### src/rtl/rf_pkg.sv
// Shared types for the register-file write scheduler.
// Optional write-to-read forwarding is enabled by defining RF_WRITE_BYPASS_EN.
package rf_pkg;

    localparam int RF_DEPTH  = 64;
    localparam int RF_ADDR_W = 6;

    typedef enum logic {
        ST_CLEAR,
        ST_RUN
    } state_e;

    typedef enum logic {
        REQ_A,
        REQ_B
    } req_e;

    function automatic req_e req_other(input req_e r);
        return (r == REQ_A) ? REQ_B : REQ_A;
    endfunction

endpackage

### src/rtl/rf_bank.sv
// Register-file storage: one 64x1 distributed dual-port RAM slice per data bit.
// One synchronous write port, one asynchronous read port, no reset.
module rf_bank
    import rf_pkg::*;
#(
    parameter int WIDTH = 32
) (
    input  logic                 CLK,
    input  logic                 we,
    input  logic [RF_ADDR_W-1:0] wa,
    input  logic [WIDTH-1:0]     wd,
    input  logic [RF_ADDR_W-1:0] ra,
    output logic [WIDTH-1:0]     rd
);

    for (genvar i = 0; i < WIDTH; i++) begin : g_bit
        logic mem_q [RF_DEPTH];

        always_ff @(posedge CLK) begin
            if (we) begin
                mem_q[wa] <= wd[i];
            end
        end

        assign rd[i] = mem_q[ra];
    end

endmodule

### src/rtl/rf_write_sched.sv
// Write-port scheduler: post-reset clear sweep, then round-robin A/B arbitration.
// Define RF_WRITE_BYPASS_EN to forward a granted write to a matching read.
module rf_write_sched
    import rf_pkg::*;
#(
    parameter int               WIDTH    = 32,
    parameter logic [WIDTH-1:0] INIT_VAL = '0
) (
    input  logic                 CLK,
    input  logic                 Reset_n,
    input  logic                 a_valid,
    output logic                 a_ready,
    input  logic [RF_ADDR_W-1:0] a_addr,
    input  logic [WIDTH-1:0]     a_data,
    input  logic                 b_valid,
    output logic                 b_ready,
    input  logic [RF_ADDR_W-1:0] b_addr,
    input  logic [WIDTH-1:0]     b_data,
    input  logic [RF_ADDR_W-1:0] rd_addr,
    output logic [WIDTH-1:0]     rd_data,
    output logic                 init_done
);

    state_e               state_q, state_d;
    logic [RF_ADDR_W-1:0] clr_cnt_q, clr_cnt_d;
    req_e                 rr_ptr_q, rr_ptr_d;
    logic                 init_done_q, init_done_d;

    logic                 run;
    logic                 ram_we;
    logic [RF_ADDR_W-1:0] ram_wa;
    logic [WIDTH-1:0]     ram_wd;
    logic [WIDTH-1:0]     bank_rd;
    logic [WIDTH-1:0]     rd_mux;

    always_ff @(posedge CLK) begin
        if (!Reset_n) begin
            state_q     <= ST_CLEAR;
            clr_cnt_q   <= '0;
            rr_ptr_q    <= REQ_A;
            init_done_q <= 1'b0;
        end else begin
            state_q     <= state_d;
            clr_cnt_q   <= clr_cnt_d;
            rr_ptr_q    <= rr_ptr_d;
            init_done_q <= init_done_d;
        end
    end

    always_comb begin
        state_d   = state_q;
        clr_cnt_d = clr_cnt_q;
        rr_ptr_d  = rr_ptr_q;
        unique case (state_q)
            ST_CLEAR: begin
                clr_cnt_d = clr_cnt_q + 1'b1;
                if (clr_cnt_q == RF_ADDR_W'(RF_DEPTH - 1)) begin
                    state_d = ST_RUN;
                end
            end
            ST_RUN: begin
                // Pointer moves only when both sides compete.
                if (a_valid && b_valid) begin
                    rr_ptr_d = req_other(rr_ptr_q);
                end
            end
            default: state_d = ST_CLEAR;
        endcase
        init_done_d = (state_d == ST_RUN);
    end

    always_comb begin
        run     = (state_q == ST_RUN);
        a_ready = run && a_valid
                  && (!b_valid || rr_ptr_q == REQ_A);
        b_ready = run && b_valid
                  && (!a_valid || rr_ptr_q == REQ_B);
        ram_we  = 1'b0;
        ram_wa  = clr_cnt_q;
        ram_wd  = INIT_VAL;
        unique case (1'b1)
            !run: begin
                ram_we = 1'b1;
            end
            a_ready: begin
                ram_we = 1'b1;
                ram_wa = a_addr;
                ram_wd = a_data;
            end
            b_ready: begin
                ram_we = 1'b1;
                ram_wa = b_addr;
                ram_wd = b_data;
            end
            default: ;
        endcase
    end

    rf_bank #(
        .WIDTH (WIDTH)
    ) u_bank (
        .CLK (CLK),
        .we  (ram_we),
        .wa  (ram_wa),
        .wd  (ram_wd),
        .ra  (rd_addr),
        .rd  (bank_rd)
    );

`ifdef RF_WRITE_BYPASS_EN
    always_comb begin
        rd_mux = bank_rd;
        if (run && ram_we && ram_wa == rd_addr) begin
            rd_mux = ram_wd;
        end
    end
`else
    assign rd_mux = bank_rd;
`endif

    assign rd_data   = init_done_q ? rd_mux : '0;
    assign init_done = init_done_q;

endmodule

### config.mk
export PLATFORM = sky130hd
export DESIGN_NAME = rf_write_sched
export DESIGN_NICKNAME = d
export VERILOG_FILES = /design/src/rtl/rf_pkg.sv /design/src/rtl/rf_bank.sv /design/src/rtl/rf_write_sched.sv
export SDC_FILE = /design/constraint.sdc
export NUM_CORES = 2
export LEC_CHECK = 0
export ABC_CLOCK_PERIOD_IN_PS = 9200
export BUFFER_PORTS_ARGS = -buffer_cell sky130_fd_sc_hd__buf_2
export CORE_ASPECT_RATIO = 1.75
export CORE_MARGIN = 8
export CORE_UTILIZATION = 66
export CTS_CLUSTER_SIZE = 14
export DETAILED_ROUTE_END_ITERATION = 16
export GPL_ROUTABILITY_DRIVEN = 1
export PLACE_DENSITY = 0.91
export RECOVER_POWER = 50
export SETUP_SLACK_MARGIN = 0.05
export SLEW_MARGIN = 20
export SYNTH_ARGS = -nofsm -noshare
export SYNTH_HDL_FRONTEND = slang
export SYNTH_SLANG_ARGS = --single-unit
export TNS_END_PERCENT = 100
### constraint.sdc
create_clock -name CLK -period 9.2 [get_ports CLK]
set_clock_uncertainty 0.2 [all_clocks]
set_input_delay 1.38 -clock CLK [delete_from_list [all_inputs] [get_ports CLK]]
set_output_delay 1.38 -clock CLK [all_outputs]
set_load 0.02 [all_outputs]
==> impl_metrics.toml <==
[run_status]
outcome = "finished, violations left"
violations = "capacitance limit, slew limit"

[synth]
yosys.area.top_type_share_pct = 77.54
avgSynthCellArea_um2 = 23.44
synth_edf_count = 2048
ys_ff_latch = 2056
synth_area_leaders = "edfxtp_1 (78%), mux4_2 (16%), mux2i_1 (1.2%)"
synth_cells = 3383
synth_ff_type = "edfxtp_1"
syn-num-nets = 3470
async_flop_share_pct = 0
synth_warnings = 0
synth_cell_types = 55
ys_seq_area_share_pct = 77.75
synth.cell_area_um2 = 79310
yosys.area.top_type = "edfxtp_1"

[routing]
antenna_left = 0
vias = 42821
viasPerCell = 8.235
drt_wl_total_um = 240800
drcViolationCount = 0
first_pass_iters = 6
routedWlPerCell_um = 46.31
drt_iter0_drc = 8383

[timing]
final_hold_viol_count = 0
min_period_ns = 7.726
rsz0062_at_grt = "false"
setup_viol = 0
slew_headroom_pct = -117.9
whs_ns = 0.3658
fin_crit_sh_pct = 83.98
fmax_mhz = 129.4
fin_ws_ns = 1.474
finalSetupTns_ns = 0
worstMarginPinSlew_ns = 3.269
drv_slew = 2111

[floorplanning]
die_height_um = 474.6
core-area_um2 = 119600
pin_count = 121
rows = 168
start_util_pct = 66.31
die_area_um2 = 131900
die_w_um = 278.0

[clock_network]
cts.path.max_buffers = 3
numCtsBuffers = 170
h-tree-depth = 4
cts_tree = "yes"
cts.sinks = 2056
cts.clk_slew.worst_paths_ns = 0.06
cts_hold_buf = 0
cts_root_buf = "clkbuf_16"
post_cts_resized = 0
clock_latency_ns = 0.79
post_cts_buffers = 0

[critical_path]
crit_required_ns = 7.62
critical_path_arrival_ns = 6.15
crit_fanout = 29
crit_path_start_kind = "flop"
criticalPathCategory = "reg -> out"
endpoint_kind = "output pin"

[global_route]
grt_pass1_wl_um = 333500
grt_use_total_pct = 36.55
antenna_found_initial = 9
overflow = 0
grt_max_degree = 124
grt_pass1_vias = 43539

[power]
p_leak_uw = 0.02957
finalPower_uw = 17710
ir_worst_vdd_mv = 0.1390
cellPowerDensity_nw_per_um2 = 203.9

[finish]
final_nets = 3687
drive_gt1_share_pct = 29.18
areaGrowthSynthToFinish_pct = 9.553
final_util_pct = 72.64

[place]
pre_cts_slack_ns = 2.495
hpwl_um = 120600
place.gp.congestion = 0.8561
portBuffers = 120

[worst_hold_path]
hp-class = "reg -> reg"

[flow_run]
maxCapViolations = 33
==> registers in the layout, summed over array words and instances (netlist names) <==
register / count
init_done: 1
clr_cnt_q: 6
rr_ptr_q: 1
u_bank.g_bit.mem_q: 2048
==> where the power goes <==
group / switching, uW / leakage (uW) / internal (uW)
Combinational: 431 / 0.00631 / 304
Clock: 3310 / 0.00228 / 3450
Sequential: 18.0 / 0.0210 / 10200
==> area by class of cell <==
| cell class | instances | area (um^2) |
|---|---|---|
| flip-flops and latches | 2056 | 61660 |
| multi-input cells | 1143 | 17070 |
| fillers | 5734 | 32720 |
| well taps | 1530 | 1914 |
| diodes | 6 | 15.01 |
| clock inverters | 29 | 193.9 |
| clock buffers | 207 | 4499 |
| repair buffers | 226 | 1525 |
| inverters | 3 | 12.51 |
==> kinds of logic after synthesis <==
logic type | Yosys count | share of synthesized area (%)
XOR/XNOR | 5 | 0.05523
multiplexers | 687 | 17.68
adder cells (fa/ha/maj) | 1 | 0.01577
flip-flops | 2056 | 77.75
buffers and inverters | 184 | 1.354
AND/OR/NAND/NOR | 277 | 1.543
AO/OA/AOI/OAI | 173 | 1.608
==> cell usage in the layout, fill, tap and decap left out, types with 16 or more instances in the layout <==
master	instances
clkinv_1	16
mux2i_1	98
nor2_1	36
a22o_1	30
nor2b_1	20
buf_4	94
nor2_4	61
buf_2	115
mux4_2	569
clkbuf_16	175
clkbuf_1	37
edfxtp_1	2048
nand2_1	86
a21oi_1	22
mux2_2	20
nand3_1	32
==> critical path: stages (launching register included) <==
cell and delay, ns:
dfxtp_1 0.31, clkbuf_1 1.83, nand2_1 1.21, buf_4 0.56, nor2_1 0.60, a32oi_1 0.33, o21ai_1 0.24, buf_2 0.24
==> stage by stage <==
step	cells	area, um^2
floorplan	3383	79310
global placement	4958	82250
detailed placement	4958	82250
CTS	5194	86940
global route	5195	86870
finish	5200	86880
==> metal layers <==
metal | vias to the layer above | global-route usage [%] | part of all wire [%]
li1 | 14840 | - | -
met1 | 21251 | 43.78 | 29
met2 | 5327 | 58.07 | 47
met3 | 1393 | 10.08 | 15
met4 | 10 | 25.38 | 9.4
met5 | - | 0 | 0.034
==> synth_stat cells (5+ instances only) <==
| cell | instances |
|---|---|
| edfxtp_1 | 2048 |
| mux4_2 | 569 |
| mux2i_1 | 98 |
| nor2_1 | 98 |
| nand2_1 | 86 |
| buf_2 | 60 |
| clkbuf_1 | 45 |
| buf_4 | 34 |
| nand3_1 | 33 |
| a22o_1 | 32 |
| a21oi_1 | 23 |
| buf_6 | 22 |
| mux2_2 | 20 |
| nor2b_1 | 20 |
| buf_1 | 18 |
| a211oi_1 | 13 |
| a31oi_1 | 13 |
| o22ai_1 | 13 |
| and2_1 | 12 |
| o211ai_1 | 11 |
| nor3_1 | 10 |
| o21ai_0 | 9 |
| dfxtp_1 | 8 |
| o21ai_1 | 8 |
| a32oi_1 | 7 |
| a2111oi_0 | 6 |
| a221o_1 | 6 |
| a221oi_1 | 6 |
| nand2b_1 | 6 |
| a22oi_1 | 5 |
==> path summary, 6_finish.rpt <==
check                             startpoint                        end  slack (ns)  cells after the start
worst min register to register  clr_cnt_q[0]               clr_cnt_q[0]        0.37                      2
worst max-delay path               init_done                rd_data[10]        1.47                      7
worst max register to register     init_done  u_bank.g_bit[31].mem_q[1]        1.55                      6
worst min-delay path            clr_cnt_q[0]               clr_cnt_q[0]        0.37                      2
No activity file was read; power rests on OpenSTA's default activity.
